==> src/rtl/jk_bank_sequencer.sv <==
// -----------------------------------------------------------------------------
// jk_bank_sequencer
// Command-driven controller for an external bank of WIDTH negedge-triggered JK
// flip-flops with active-high async Preset/Clear. It sequences per-bit J/K and
// Preset/Clear to clear, preset, load, count up/down, shift left or hold the
// bank. A shadow copy of the bank state feeds the next-state J/K computation,
// so there is no combinational path through the bank.
//
// Optional feature (macro JK_SEQ_CHECK_EN): one posedge after every shadow
// update the bank Q (q_fb) is compared with q_shadow, and any mismatch sets the
// sticky err flag (cleared only by rst_n). Without the macro the err port is
// absent and q_fb is unused.
//
// Ports:
//   clk, rst_n          clock (controller on posedge), async active-low reset
//   cmd_valid/cmd_ready command handshake, accepted on posedge when both high
//   cmd_op              0 NOP,1 CLEAR,2 PRESET,3 LOAD,4 UP,5 DOWN,6 SHL,7 HOLD
//   cmd_data            LOAD value; bit 0 is the SHL serial-in
//   cmd_len             step count for UP/DOWN/SHL/HOLD
//   q_fb                bank Q outputs (only used by the optional check)
//   jk_j, jk_k          per-bit J/K, change on posedge, sampled by bank on negedge
//   jk_preset, jk_clear per-bit async Preset/Clear (jk_clear forced high in reset)
//   q_shadow            controller's model of the bank state
//   busy, done          command in progress / one-cycle completion pulse
//   err                 sticky mismatch flag (JK_SEQ_CHECK_EN only)
// -----------------------------------------------------------------------------
module jk_bank_sequencer #(
   parameter int unsigned WIDTH     = 4,
   parameter int unsigned LEN_W     = 8,
   parameter int unsigned PULSE_CYC = 2
) (
   input  logic             clk,
   input  logic             rst_n,
   input  logic             cmd_valid,
   output logic             cmd_ready,
   input  logic [2:0]       cmd_op,
   input  logic [WIDTH-1:0] cmd_data,
   input  logic [LEN_W-1:0] cmd_len,
   input  logic [WIDTH-1:0] q_fb,
   output logic [WIDTH-1:0] jk_j,
   output logic [WIDTH-1:0] jk_k,
   output logic [WIDTH-1:0] jk_preset,
   output logic [WIDTH-1:0] jk_clear,
   output logic [WIDTH-1:0] q_shadow,
   output logic             busy,
   output logic             done
`ifdef JK_SEQ_CHECK_EN
   ,
   output logic             err
`endif
);

   localparam int unsigned PC_W = (PULSE_CYC > 1) ? $clog2(PULSE_CYC) : 1;

   localparam logic [2:0] OP_NOP    = 3'd0;
   localparam logic [2:0] OP_CLEAR  = 3'd1;
   localparam logic [2:0] OP_PRESET = 3'd2;
   localparam logic [2:0] OP_LOAD   = 3'd3;
   localparam logic [2:0] OP_UP     = 3'd4;
   localparam logic [2:0] OP_DOWN   = 3'd5;
   localparam logic [2:0] OP_SHL    = 3'd6;

   typedef enum logic [2:0] {
      IDLE    = 3'd0,
      PULSE   = 3'd1,
      RECOVER = 3'd2,
      STEP    = 3'd3,
      FIN     = 3'd4
   } state_e;

   // J/K for one step of op, given the current bank state s and command data d
   function automatic logic [2*WIDTH-1:0] jk_calc(input logic [2:0]       op,
                                                  input logic [WIDTH-1:0] s,
                                                  input logic [WIDTH-1:0] d);
      logic [WIDTH-1:0] j;
      logic [WIDTH-1:0] k;
      logic             run;
      j   = '0;
      k   = '0;
      run = 1'b1;
      case (op)
         OP_LOAD: begin
            j = d;
            k = ~d;
         end
         OP_UP: begin
            for (int i = 0; i < int'(WIDTH); i++) begin
               j[i] = run;
               run  = run & s[i];
            end
            k = j;
         end
         OP_DOWN: begin
            for (int i = 0; i < int'(WIDTH); i++) begin
               j[i] = run;
               run  = run & ~s[i];
            end
            k = j;
         end
         OP_SHL: begin
            j[0] = d[0];
            k[0] = ~d[0];
            for (int i = 1; i < int'(WIDTH); i++) begin
               j[i] = s[i-1];
               k[i] = ~s[i-1];
            end
         end
         default: ;
      endcase
      return {j, k};
   endfunction

   // JK flip-flop characteristic: Q+ = J&~Q | ~K&Q
   function automatic logic [WIDTH-1:0] jk_apply(input logic [WIDTH-1:0] s,
                                                 input logic [WIDTH-1:0] j,
                                                 input logic [WIDTH-1:0] k);
      return (j & ~s) | (~k & s);
   endfunction

   state_e           state, state_n;
   logic [2:0]       op_q, op_n;
   logic [WIDTH-1:0] data_q, data_n;
   logic [LEN_W-1:0] cnt_q, cnt_n;
   logic [PC_W-1:0]  pcnt_q, pcnt_n;
   logic [WIDTH-1:0] shadow_n;
   logic [WIDTH-1:0] j_n, k_n, pre_n, clr_n, clear_q;
   logic             busy_n, done_n, ready_n, upd_n;

   // Bank is held in clear for the whole reset, tracking the shadow reset
   assign jk_clear = rst_n ? clear_q : '1;

   // State and registered outputs
   always_ff @(posedge clk or negedge rst_n) begin
      if (!rst_n) begin
         state     <= IDLE;
         op_q      <= OP_NOP;
         data_q    <= '0;
         cnt_q     <= '0;
         pcnt_q    <= '0;
         q_shadow  <= '0;
         jk_j      <= '0;
         jk_k      <= '0;
         jk_preset <= '0;
         clear_q   <= '0;
         busy      <= 1'b0;
         done      <= 1'b0;
         cmd_ready <= 1'b0;
      end else begin
         state     <= state_n;
         op_q      <= op_n;
         data_q    <= data_n;
         cnt_q     <= cnt_n;
         pcnt_q    <= pcnt_n;
         q_shadow  <= shadow_n;
         jk_j      <= j_n;
         jk_k      <= k_n;
         jk_preset <= pre_n;
         clear_q   <= clr_n;
         busy      <= busy_n;
         done      <= done_n;
         cmd_ready <= ready_n;
      end
   end

   // Next state; outputs are decoded for the state being entered
   always_comb begin
      state_n  = state;
      op_n     = op_q;
      data_n   = data_q;
      cnt_n    = cnt_q;
      pcnt_n   = pcnt_q;
      shadow_n = q_shadow;
      j_n      = '0;
      k_n      = '0;
      pre_n    = '0;
      clr_n    = '0;
      upd_n    = 1'b0;
      busy_n   = 1'b0;
      done_n   = 1'b0;
      ready_n  = 1'b0;

      case (state)
         IDLE: begin
            if (cmd_valid && cmd_ready) begin
               op_n   = cmd_op;
               data_n = cmd_data;
               case (cmd_op)
                  OP_NOP: state_n = FIN;
                  OP_CLEAR, OP_PRESET: begin
                     state_n  = PULSE;
                     pcnt_n   = PC_W'(PULSE_CYC - 1);
                     upd_n    = 1'b1;
                     if (cmd_op == OP_CLEAR) begin
                        clr_n    = '1;
                        shadow_n = '0;
                     end else begin
                        pre_n    = '1;
                        shadow_n = '1;
                     end
                  end
                  OP_LOAD: begin
                     state_n    = STEP;
                     cnt_n      = LEN_W'(1);
                     {j_n, k_n} = jk_calc(cmd_op, q_shadow, cmd_data);
                  end
                  default: begin
                     if (cmd_len == '0) begin
                        state_n = FIN;
                     end else begin
                        state_n    = STEP;
                        cnt_n      = cmd_len;
                        {j_n, k_n} = jk_calc(cmd_op, q_shadow, cmd_data);
                     end
                  end
               endcase
            end
         end
         PULSE: begin
            if (pcnt_q == '0) begin
               state_n = RECOVER;
            end else begin
               pcnt_n = pcnt_q - PC_W'(1);
               clr_n  = (op_q == OP_CLEAR)  ? '1 : '0;
               pre_n  = (op_q == OP_PRESET) ? '1 : '0;
            end
         end
         RECOVER: state_n = FIN;
         STEP: begin
            // Bank has sampled J/K on the negedge inside this step
            shadow_n = jk_apply(q_shadow, jk_j, jk_k);
            upd_n    = 1'b1;
            if (cnt_q == LEN_W'(1)) begin
               state_n = FIN;
            end else begin
               cnt_n      = cnt_q - LEN_W'(1);
               {j_n, k_n} = jk_calc(op_q, shadow_n, data_q);
            end
         end
         FIN:     state_n = IDLE;
         default: state_n = IDLE;
      endcase

      busy_n  = (state_n != IDLE);
      ready_n = (state_n == IDLE);
      done_n  = (state_n == FIN);
   end

`ifdef JK_SEQ_CHECK_EN
   logic chk_pend;

   // Compare bank against shadow one posedge after each shadow update
   always_ff @(posedge clk or negedge rst_n) begin
      if (!rst_n) begin
         chk_pend <= 1'b0;
         err      <= 1'b0;
      end else begin
         chk_pend <= upd_n;
         if (chk_pend && (q_fb != q_shadow)) begin
            err <= 1'b1;
         end
      end
   end
`else
   logic unused_q_fb;
   assign unused_q_fb = ^q_fb;
`endif

endmodule

==> config.mk <==
export PLATFORM = sky130hd
export DESIGN_NAME = jk_bank_sequencer
export DESIGN_NICKNAME = d
export VERILOG_FILES = /design/src/rtl/jk_bank_sequencer.sv
export SDC_FILE = /design/constraint.sdc
export NUM_CORES = 1
export LEC_CHECK = 0
export ABC_CLOCK_PERIOD_IN_PS = 4000
export BUFFER_PORTS_ARGS = -buffer_cell sky130_fd_sc_hd__buf_2
export CAP_MARGIN = 20
export CORE_UTILIZATION = 45
export DETAILED_ROUTE_END_ITERATION = 7
export PLACE_DENSITY = 0.67
export SYNTH_ARGS = -nofsm -noshare
export SYNTH_HDL_FRONTEND = slang
export SYNTH_SLANG_ARGS = --single-unit
export TNS_END_PERCENT = 100
==> constraint.sdc <==
create_clock -name clk -period 4 [get_ports clk]
set_clock_uncertainty 0.05 [all_clocks]
set_input_delay 0.8 -clock clk [delete_from_list [all_inputs] [get_ports clk]]
set_output_delay 0.8 -clock clk [all_outputs]
set_load 0.005 [all_outputs]
==> implementation parameters, run 1 <==
Parameter                              Value

Clocking
  Clk slew on worst S/H paths ... 0.07 ns
  Clk Latency, worst-skew pair ... between 0.2 and 0.3 ns
  Depth of the CTS H-tree ... 2
  Master cell of the clock root buffer ... sky130_fd_sc_hd__clkbuf_8
  Post-CTS setup-driven buffer insertion count ... 0
  Clock net sink count ... 36
  Number of gates given a new drive strength after cts ... 0
  Maximum root-to-sink buffer count ... 2
  CTS tree ... done
  Number of buffers created by CTS ... 5
  Number of buffers inserted for hold repair after clock tree synthesis ... 0

STA
  Setup ws final ... 1.57 ns
  Slew margin rel. ... 0.481
  Transition at the pin with the smallest max-transition slack ... about 0.77 ns
  Peak Freq ... ~0.4 GHz
  Setup TNS ... 0 ns
  Fin crit period ... approximately 2.4 ns
  Unrepaired setup endpoints after global routing ... no
  Final Hold Violating Endpoints ... 0
  Pins over their slew limit ... 0
  Setup-violating endpoint count in the final report ... 0
  Final cycle utilization of the critical path ... 0.608

Route
  DRC violation total after the first TritonRoute iteration ... 169
  Residual DRC ... 0
  Final antenna-violating net count ... 0
  WL/cell ... 15.0 um
  Vias ... 2118
  Total wire length ... 5.55 mm
  First drt pass iteration count ... 4
  Detailed-route vias per instance ... 5.74

Yosys
  Syn Inst Count ... 271
  Most instantiated library cell after synthesis ... sky130_fd_sc_hd__nand2_1
  Most area-consuming cells after synthesis ... sky130_fd_sc_hd__dfrtp_1 39%, sky130_fd_sc_hd__nand2_1 7.0%, sky130_fd_sc_hd__a21oi_1 4.3%
  Synth Area in Simple Gates ... 0.230
  Share of the yosys chip area belonging to registers ... 0.391
  Count of unique library cells instantiated by Yosys ... 58
  Post-synthesis mux area share ... 0.00978
  Area of the mapped netlist ... 2300 um^2
  Xor and xnor fraction of the mapped netlist area ... 0.0152
  Mapped Avg Cell Area ... 8.50 um^2
  Compound-gate portion of the synthesized area ... 0.275
  Total of warnings raised by yosys ... 0
  Fraction of registers with async set or reset after synthesis ... 1.00
  Main combinational cell family by area after synthesis ... compound AO/OA/AOI/OAI gates
  Number of enable-type register cells in the synthesized netlist ... 0
  Primary flip-flop cell chosen by synthesis mapping ... sky130_fd_sc_hd__dfrtp_1
  Leading area contributor after synthesis ... sky130_fd_sc_hd__dfrtp_1
  Adder-cell area share of the yosys netlist ... 0.0109
  Top-area cell type share of the netlist area ... 0.391
  Commonest cells post-synth ... 43 x sky130_fd_sc_hd__nand2_1, 36 x sky130_fd_sc_hd__dfrtp_1, 25 x sky130_fd_sc_hd__nor2_1
  Post-Synthesis Net Count ... 295
  Flop and latch count out of synthesis ... 36

Global route
  Number of antenna violations at the first check in global routing ... 0
  Via count of the first global-routing pass ... 1833
  First-pass GRT wire length ... between 9 and 10 mm
  Aggregate global-route resource usage ... 0.222
  Pin count of the biggest net entering global routing ... 38
  Overflow after GRT ... 0

Finish
  Post-route standard cell area excluding fillers ... 2590 um^2
  Fraction of layout cells with a size suffix above 1 ... 0.209
  Diodes inserted ... 0
  Synthesis-to-finish area growth ... 12.6%
  Number of nets in the layout ... 325

Floorplanning
  Die footprint ... 5410 um^2
  Initial Utilization ... 0.478
  Horizontal die dimension ... 73.5 um
  Die boundary height ... 73.5 um
  Area of the core ... between 4000 and 5000 um^2
  # IOs ... 45
  Row count ... 25

Hold path
  End of the worst hold path ... data_q[2]
  Number of cells on the worst hold path ... 2
  Hold Crit Start ... data_q[2]
  Classification of the worst-slack hold path ... register to register

Power
  Areal power density over the cells ... 700 nW/um^2
  Worst vdd ir ... 0.275 mV
  P_leak ... roughly 0.0012 uW

Worst setup path
  Kind of critical path ... input pin to output pin
  Required @ worst endpoint ... about 3.2 ns
  Flop2flop setup slack ... 1.94 ns
  Critical Path Sink Type ... output pin
  Kind of launch point of the worst setup path ... input pin
  Origin of the critical flop-to-flop path ... state[2]
  Worst R2R Path Depth ... 5
  Endpoint of the worst-slack reg-to-reg timing path ... cnt_q[6]
  Critical path data arrival time ... roughly 1.6 ns
  Maximum fanout along the worst path ... 37

Place
  Cell area after placement ... between 2000 and 2500 um^2
  Worst slack at placement ... 1.49 ns
  Buffers added on ports ... 40
  Total half-perimeter wirelength after legalization and detailed placement ... 4.02 mm
  Global placer's final weighted congestion ... 0.912

Run status
  Outcome ... finished, final reports clean

Flow run
  Max-cap violation count ... 0
==> worst max-delay path by stage <==
stage	startpoint	end	slack, ns
2_1_floorplan	cmd_len[0]	cnt_q[1]	1.98
3_3_place_gp	cmd_len[0]	cnt_q[7]	1.51
3_5_place_dp	cmd_len[0]	cnt_q[7]	1.49
4_1_cts	rst_n	jk_clear[3]	1.50
5_1_grt	rst_n	jk_clear[0]	1.41
6_report	rst_n	jk_clear[3]	1.57
==> layout by cell type (no fill, tap or decap), types with 6 or more instances in the layout <==
cell                       netlist  final
sky130_fd_sc_hd__a22oi_1         8      8
sky130_fd_sc_hd__nor2_1         25     25
sky130_fd_sc_hd__nand2_1        43     43
sky130_fd_sc_hd__buf_2           5     40
sky130_fd_sc_hd__nand2b_1        9      9
sky130_fd_sc_hd__dfrtp_1        36     36
sky130_fd_sc_hd__o22ai_1         6      6
sky130_fd_sc_hd__o21ai_0        14     14
sky130_fd_sc_hd__a21oi_1        20     20
sky130_fd_sc_hd__inv_1           9      9
==> layer usage <==
| metal | up-vias | wire length (um) | GRT usage |
|---|---|---|---|
| met4 | 0 | 29 | 0.0577 |
| met5 | - | 0 | 0 |
| li1 | 1031 | - | - |
| met3 | 2 | 333 | 0.0384 |
| met2 | 75 | 2470 | 0.336 |
| met1 | 1010 | 2720 | 0.325 |
==> final cells by class <==
cell class / count / area [um^2]
multi-input combinational: 206 / 1240
timing repair buffer: 43 / 223
inverter: 9 / 33.8
tap: 67 / 83.8
fill: 490 / 2220
clock inverter: 2 / 35.0
clock buffer: 6 / 72.6
sequential: 36 / 901
==> sequential cells by signal, indices dropped and copies added (netlist names) <==
| signal | flops |
|---|---|
| jk_j | 4 |
| state | 3 |
| jk_k | 4 |
| clear_q | 1 |
| cmd_ready | 1 |
| q_shadow | 4 |
| op_q | 3 |
| data_q | 4 |
| jk_preset | 1 |
| done | 1 |
| pcnt_q | 1 |
| busy | 1 |
| cnt_q | 8 |
==> cell families after synthesis <==
kind of cell	after synthesis
simple gates	108
xor+xnor	4
buf+inv	29
compound gates	90
flops	36
fa+ha+maj	2
mux	2
==> stage by stage <==
stage / util / hold WS [ns] / cells / total power [uW]
after global placement: 0.516 / 0.441 / 361 / 1480
final: 0.538 / 0.464 / 369 / 1820
after detailed placement: 0.516 / 0.449 / 361 / 1500
after CTS: 0.538 / 0.468 / 369 / 1820
after global routing: 0.538 / 0.487 / 369 / 1970
after floorplan: - / 0.418 / 271 / 1300
==> critical path: stages <==
cell and delay (ns):
sky130_fd_sc_hd__buf_2 0.08, sky130_fd_sc_hd__buf_4 0.39, sky130_fd_sc_hd__nand2b_1 0.16, sky130_fd_sc_hd__buf_2 0.16
==> power breakdown <==
group	switching (uW)	internal (uW)	leakage, uW	total (uW)
sequential	180	503	0.000452	683
combinational	466	348	0.000686	814
clock	133	185	0.0000552	318
Note: power is estimated with default switching activity, not from simulation.
==> inputs of run 2 (changes only) <==
--- a/config.mk
+++ b/config.mk
@@ -5,12 +5,12 @@
 export SDC_FILE = /design/constraint.sdc
 export NUM_CORES = 1
 export LEC_CHECK = 0
-export ABC_CLOCK_PERIOD_IN_PS = 4000
+export ABC_CLOCK_PERIOD_IN_PS = 2130
 export BUFFER_PORTS_ARGS = -buffer_cell sky130_fd_sc_hd__buf_2
 export CAP_MARGIN = 20
 export CORE_UTILIZATION = 45
 export DETAILED_ROUTE_END_ITERATION = 7
-export PLACE_DENSITY = 0.67
+export PLACE_DENSITY = 0.7
 export SYNTH_ARGS = -nofsm -noshare
 export SYNTH_HDL_FRONTEND = slang
 export SYNTH_SLANG_ARGS = --single-unit
==> constraint.sdc (replaced) <==
create_clock -name clk -period 2.13 [get_ports clk]
set_clock_uncertainty 0.05 [all_clocks]
set_input_delay 0.426 -clock clk [delete_from_list [all_inputs] [get_ports clk]]
set_output_delay 0.426 -clock clk [all_outputs]
set_load 0.005 [all_outputs]
==> implementation parameters, run 2 (synthesis gave the netlist of run 1 again) <==
Parameter                              Value

Worst setup path
  Kind of launch point of the worst setup path ... register
  Critical path data arrival time ... 2.07 ns (+0.49 ns)
  Maximum fanout along the worst path ... 10 (-73%)
  Series of cell instances along the critical path ... nor3_1 > nand3_2 > a211oi_4 > o21ai_0 > o221ai_1
  Kind of critical path ... register to register
  Required @ worst endpoint ... 2.27 ns (-0.88 ns)
  Critical Path Sink Type ... register
  Worst path slowest cell ... sky130_fd_sc_hd__dfrtp_1
  CP max stage delay ... 0.46 ns (+0.07 ns)

Clocking
  Number of buffers inserted for hold repair after clock tree synthesis ... 0 (unchanged)
  Clk Latency, worst-skew pair ... 0.29 ns (about the same)
  Clk slew on worst S/H paths ... 0.07 ns (about the same)
  Depth of the CTS H-tree ... 2 (unchanged)
  CTS tree ... done
  Master cell of the clock root buffer ... sky130_fd_sc_hd__clkbuf_8
  Number of buffers created by CTS ... 5 (unchanged)
  Post-CTS setup-driven buffer insertion count ... 0 (unchanged)
  Number of gates given a new drive strength after cts ... 0 (unchanged)
  Clock net sink count ... 36 (unchanged)
  Maximum root-to-sink buffer count ... 2 (unchanged)

Route
  Residual DRC ... 0 (unchanged)
  WL/cell ... 14.6 um (-2.7%)
  First drt pass iteration count ... 4 (unchanged)
  Total wire length ... 5.51 mm (-0.58%)
  Final antenna-violating net count ... 0 (unchanged)
  DRC violation total after the first TritonRoute iteration ... 147 (-13%)
  Detailed-route vias per instance ... 5.82 (+1.5%)
  Vias ... 2196 (+3.7%)

STA
  Transition at the pin with the smallest max-transition slack ... 0.455 ns (-0.316 ns)
  Setup-violating endpoint count in the final report ... 0 (unchanged)
  Slew margin rel. ... 0.696 (+0.216)
  Fin crit period ... 1.94 ns
  Final Hold Violating Endpoints ... 0 (unchanged)
  Unrepaired setup endpoints after global routing ... no
  Peak Freq ... 0.516 GHz
  Final cycle utilization of the critical path ... 0.909
  Setup TNS ... 0 ns (unchanged)
  Pins over their slew limit ... 0 (unchanged)

Floorplanning
  Horizontal die dimension ... 73.5 um (unchanged)
  Die footprint ... 5410 um^2 (unchanged)
  Row count ... 25 (unchanged)
  Initial Utilization ... 0.478 (unchanged)
  Die boundary height ... 73.5 um (unchanged)
  # IOs ... 45 (unchanged)
  Area of the core ... 4820 um^2 (unchanged)

Finish
  Most common library cell in the layout ignoring fill and taps ... sky130_fd_sc_hd__nand2_1
  Top library cells by usage in the layout, fill and taps aside ... 43 x sky130_fd_sc_hd__nand2_1, 40 x sky130_fd_sc_hd__buf_2, 36 x sky130_fd_sc_hd__dfrtp_1
  Fraction of layout cells with a size suffix above 1 ... 0.232 (+0.0236)
  Synthesis-to-finish area growth ... 14.4%
  Diodes inserted ... 0 (unchanged)
  Max FFs per register ... 8 (unchanged)
  Fill cell instance count of the final layout ... 474 (-3.3%)
  Number of nets in the layout ... 334 (+2.8%)
  Register containing the most flip-flops in the final layout ... cnt_q

Global route
  First-pass GRT wire length ... 8.87 mm (-2.1%)
  Aggregate global-route resource usage ... 0.217 (-0.00437)
  Number of antenna violations at the first check in global routing ... 0 (unchanged)
  Via count of the first global-routing pass ... 1880 (+2.6%)
  Pin count of the biggest net entering global routing ... 37 (-2.6%)
  Overflow after GRT ... 0 (unchanged)

Power
  Power consumption ... 3350 uW (+85%)
  Worst vdd ir ... 0.504 mV (+84%)
  Areal power density over the cells ... 1270 nW/um^2 (+82%)
  P_leak ... 0.00122 uW (+2.4%)

Flow run
  Max-cap violation count ... 0 (unchanged)

Place
  Total half-perimeter wirelength after legalization and detailed placement ... 4.13 mm (+2.8%)
  Buffers added on ports ... 40 (unchanged)
  Global placer's final weighted congestion ... 0.892 (-2.2%)

Run status
  Outcome ... finished, final reports clean

Hold path
  Classification of the worst-slack hold path ... input pin to async pin
## run 2: cell count changes in the layout (fill, tap and decap cells not counted)
cell | before | now
sky130_fd_sc_hd__buf_4 | 3 | 12
sky130_fd_sc_hd__bufinv_16 | 1 | 0
sky130_fd_sc_hd__clkbuf_1 | 1 | 0
sky130_fd_sc_hd__clkinvlp_4 | 0 | 1
## run 2: area by class of cell
class                           instances  area, um^2  area share
Clock inverter                          2        12.5     0.00475
Timing Repair Buffer                   52         290       0.110
Sequential cell                        36         901       0.342
Inverter                                9        33.8      0.0128
Clock buffer                            5        68.8      0.0261
Multi-Input combinational cell        206        1240       0.472
Tap cell                               67        83.8      0.0318
## run 2: path summary, 6_finish.rpt
path / to / slack, ns / cells past startpoint / start
min in group clk: data_q[1] / 0.31 / 3 / cmd_data[1]
max in group asynchronous: cmd_ready / 1.58 / 2 / rst_n
worst max register to register: jk_k[3] / 0.19 / 5 / state[2]
worst max-delay path: jk_k[3] / 0.19 / 5 / state[2]
worst min-delay path: clear_q[2] / 0.13 / 2 / rst_n
worst min register to register: q_shadow[3] / 0.47 / 1 / q_shadow[3]
## run 2: power by group
| group | internal (uW) | total, uW | switching [uW] | leakage (uW) |
|---|---|---|---|---|
| clock network | 221 | 469 | 247 | 0.0000400 |
| logic | 708 | 1640 | 929 | 0.000731 |
| registers | 946 | 1250 | 302 | 0.000452 |
## run 2: layer usage
metal  track usage  share of wire  vias up
met5             0              0        -
met4        0.0705          0.014        0
met3        0.0425          0.064       10
met2         0.322           0.44       85
met1         0.317           0.48     1044
li1              -              -     1057
## run 2: critical path, delay by kind of cell, from the launching register on
family / cells / cell delay, ns
DFF: 1 / 0.46
AOI/OAI and AO/OA: 3 / 0.69
and+or+nand+nor: 2 / 0.63
## run 2: per-stage QoR
step | hold WS [ns] | instance area, um^2 | std cells | util | worst slack (ns)
after CTS | 0.143 | 2640 | 377 | 0.547 | 0.224
after floorplan | 0.0804 | 2300 | 271 | - | 0.485
final | 0.135 | 2640 | 377 | 0.547 | 0.194
after global routing | 0.175 | 2640 | 377 | 0.547 | 0.0603
after global placement | 0.447 | 2550 | 370 | 0.530 | 0.165
after detailed placement | 0.448 | 2550 | 370 | 0.530 | 0.131
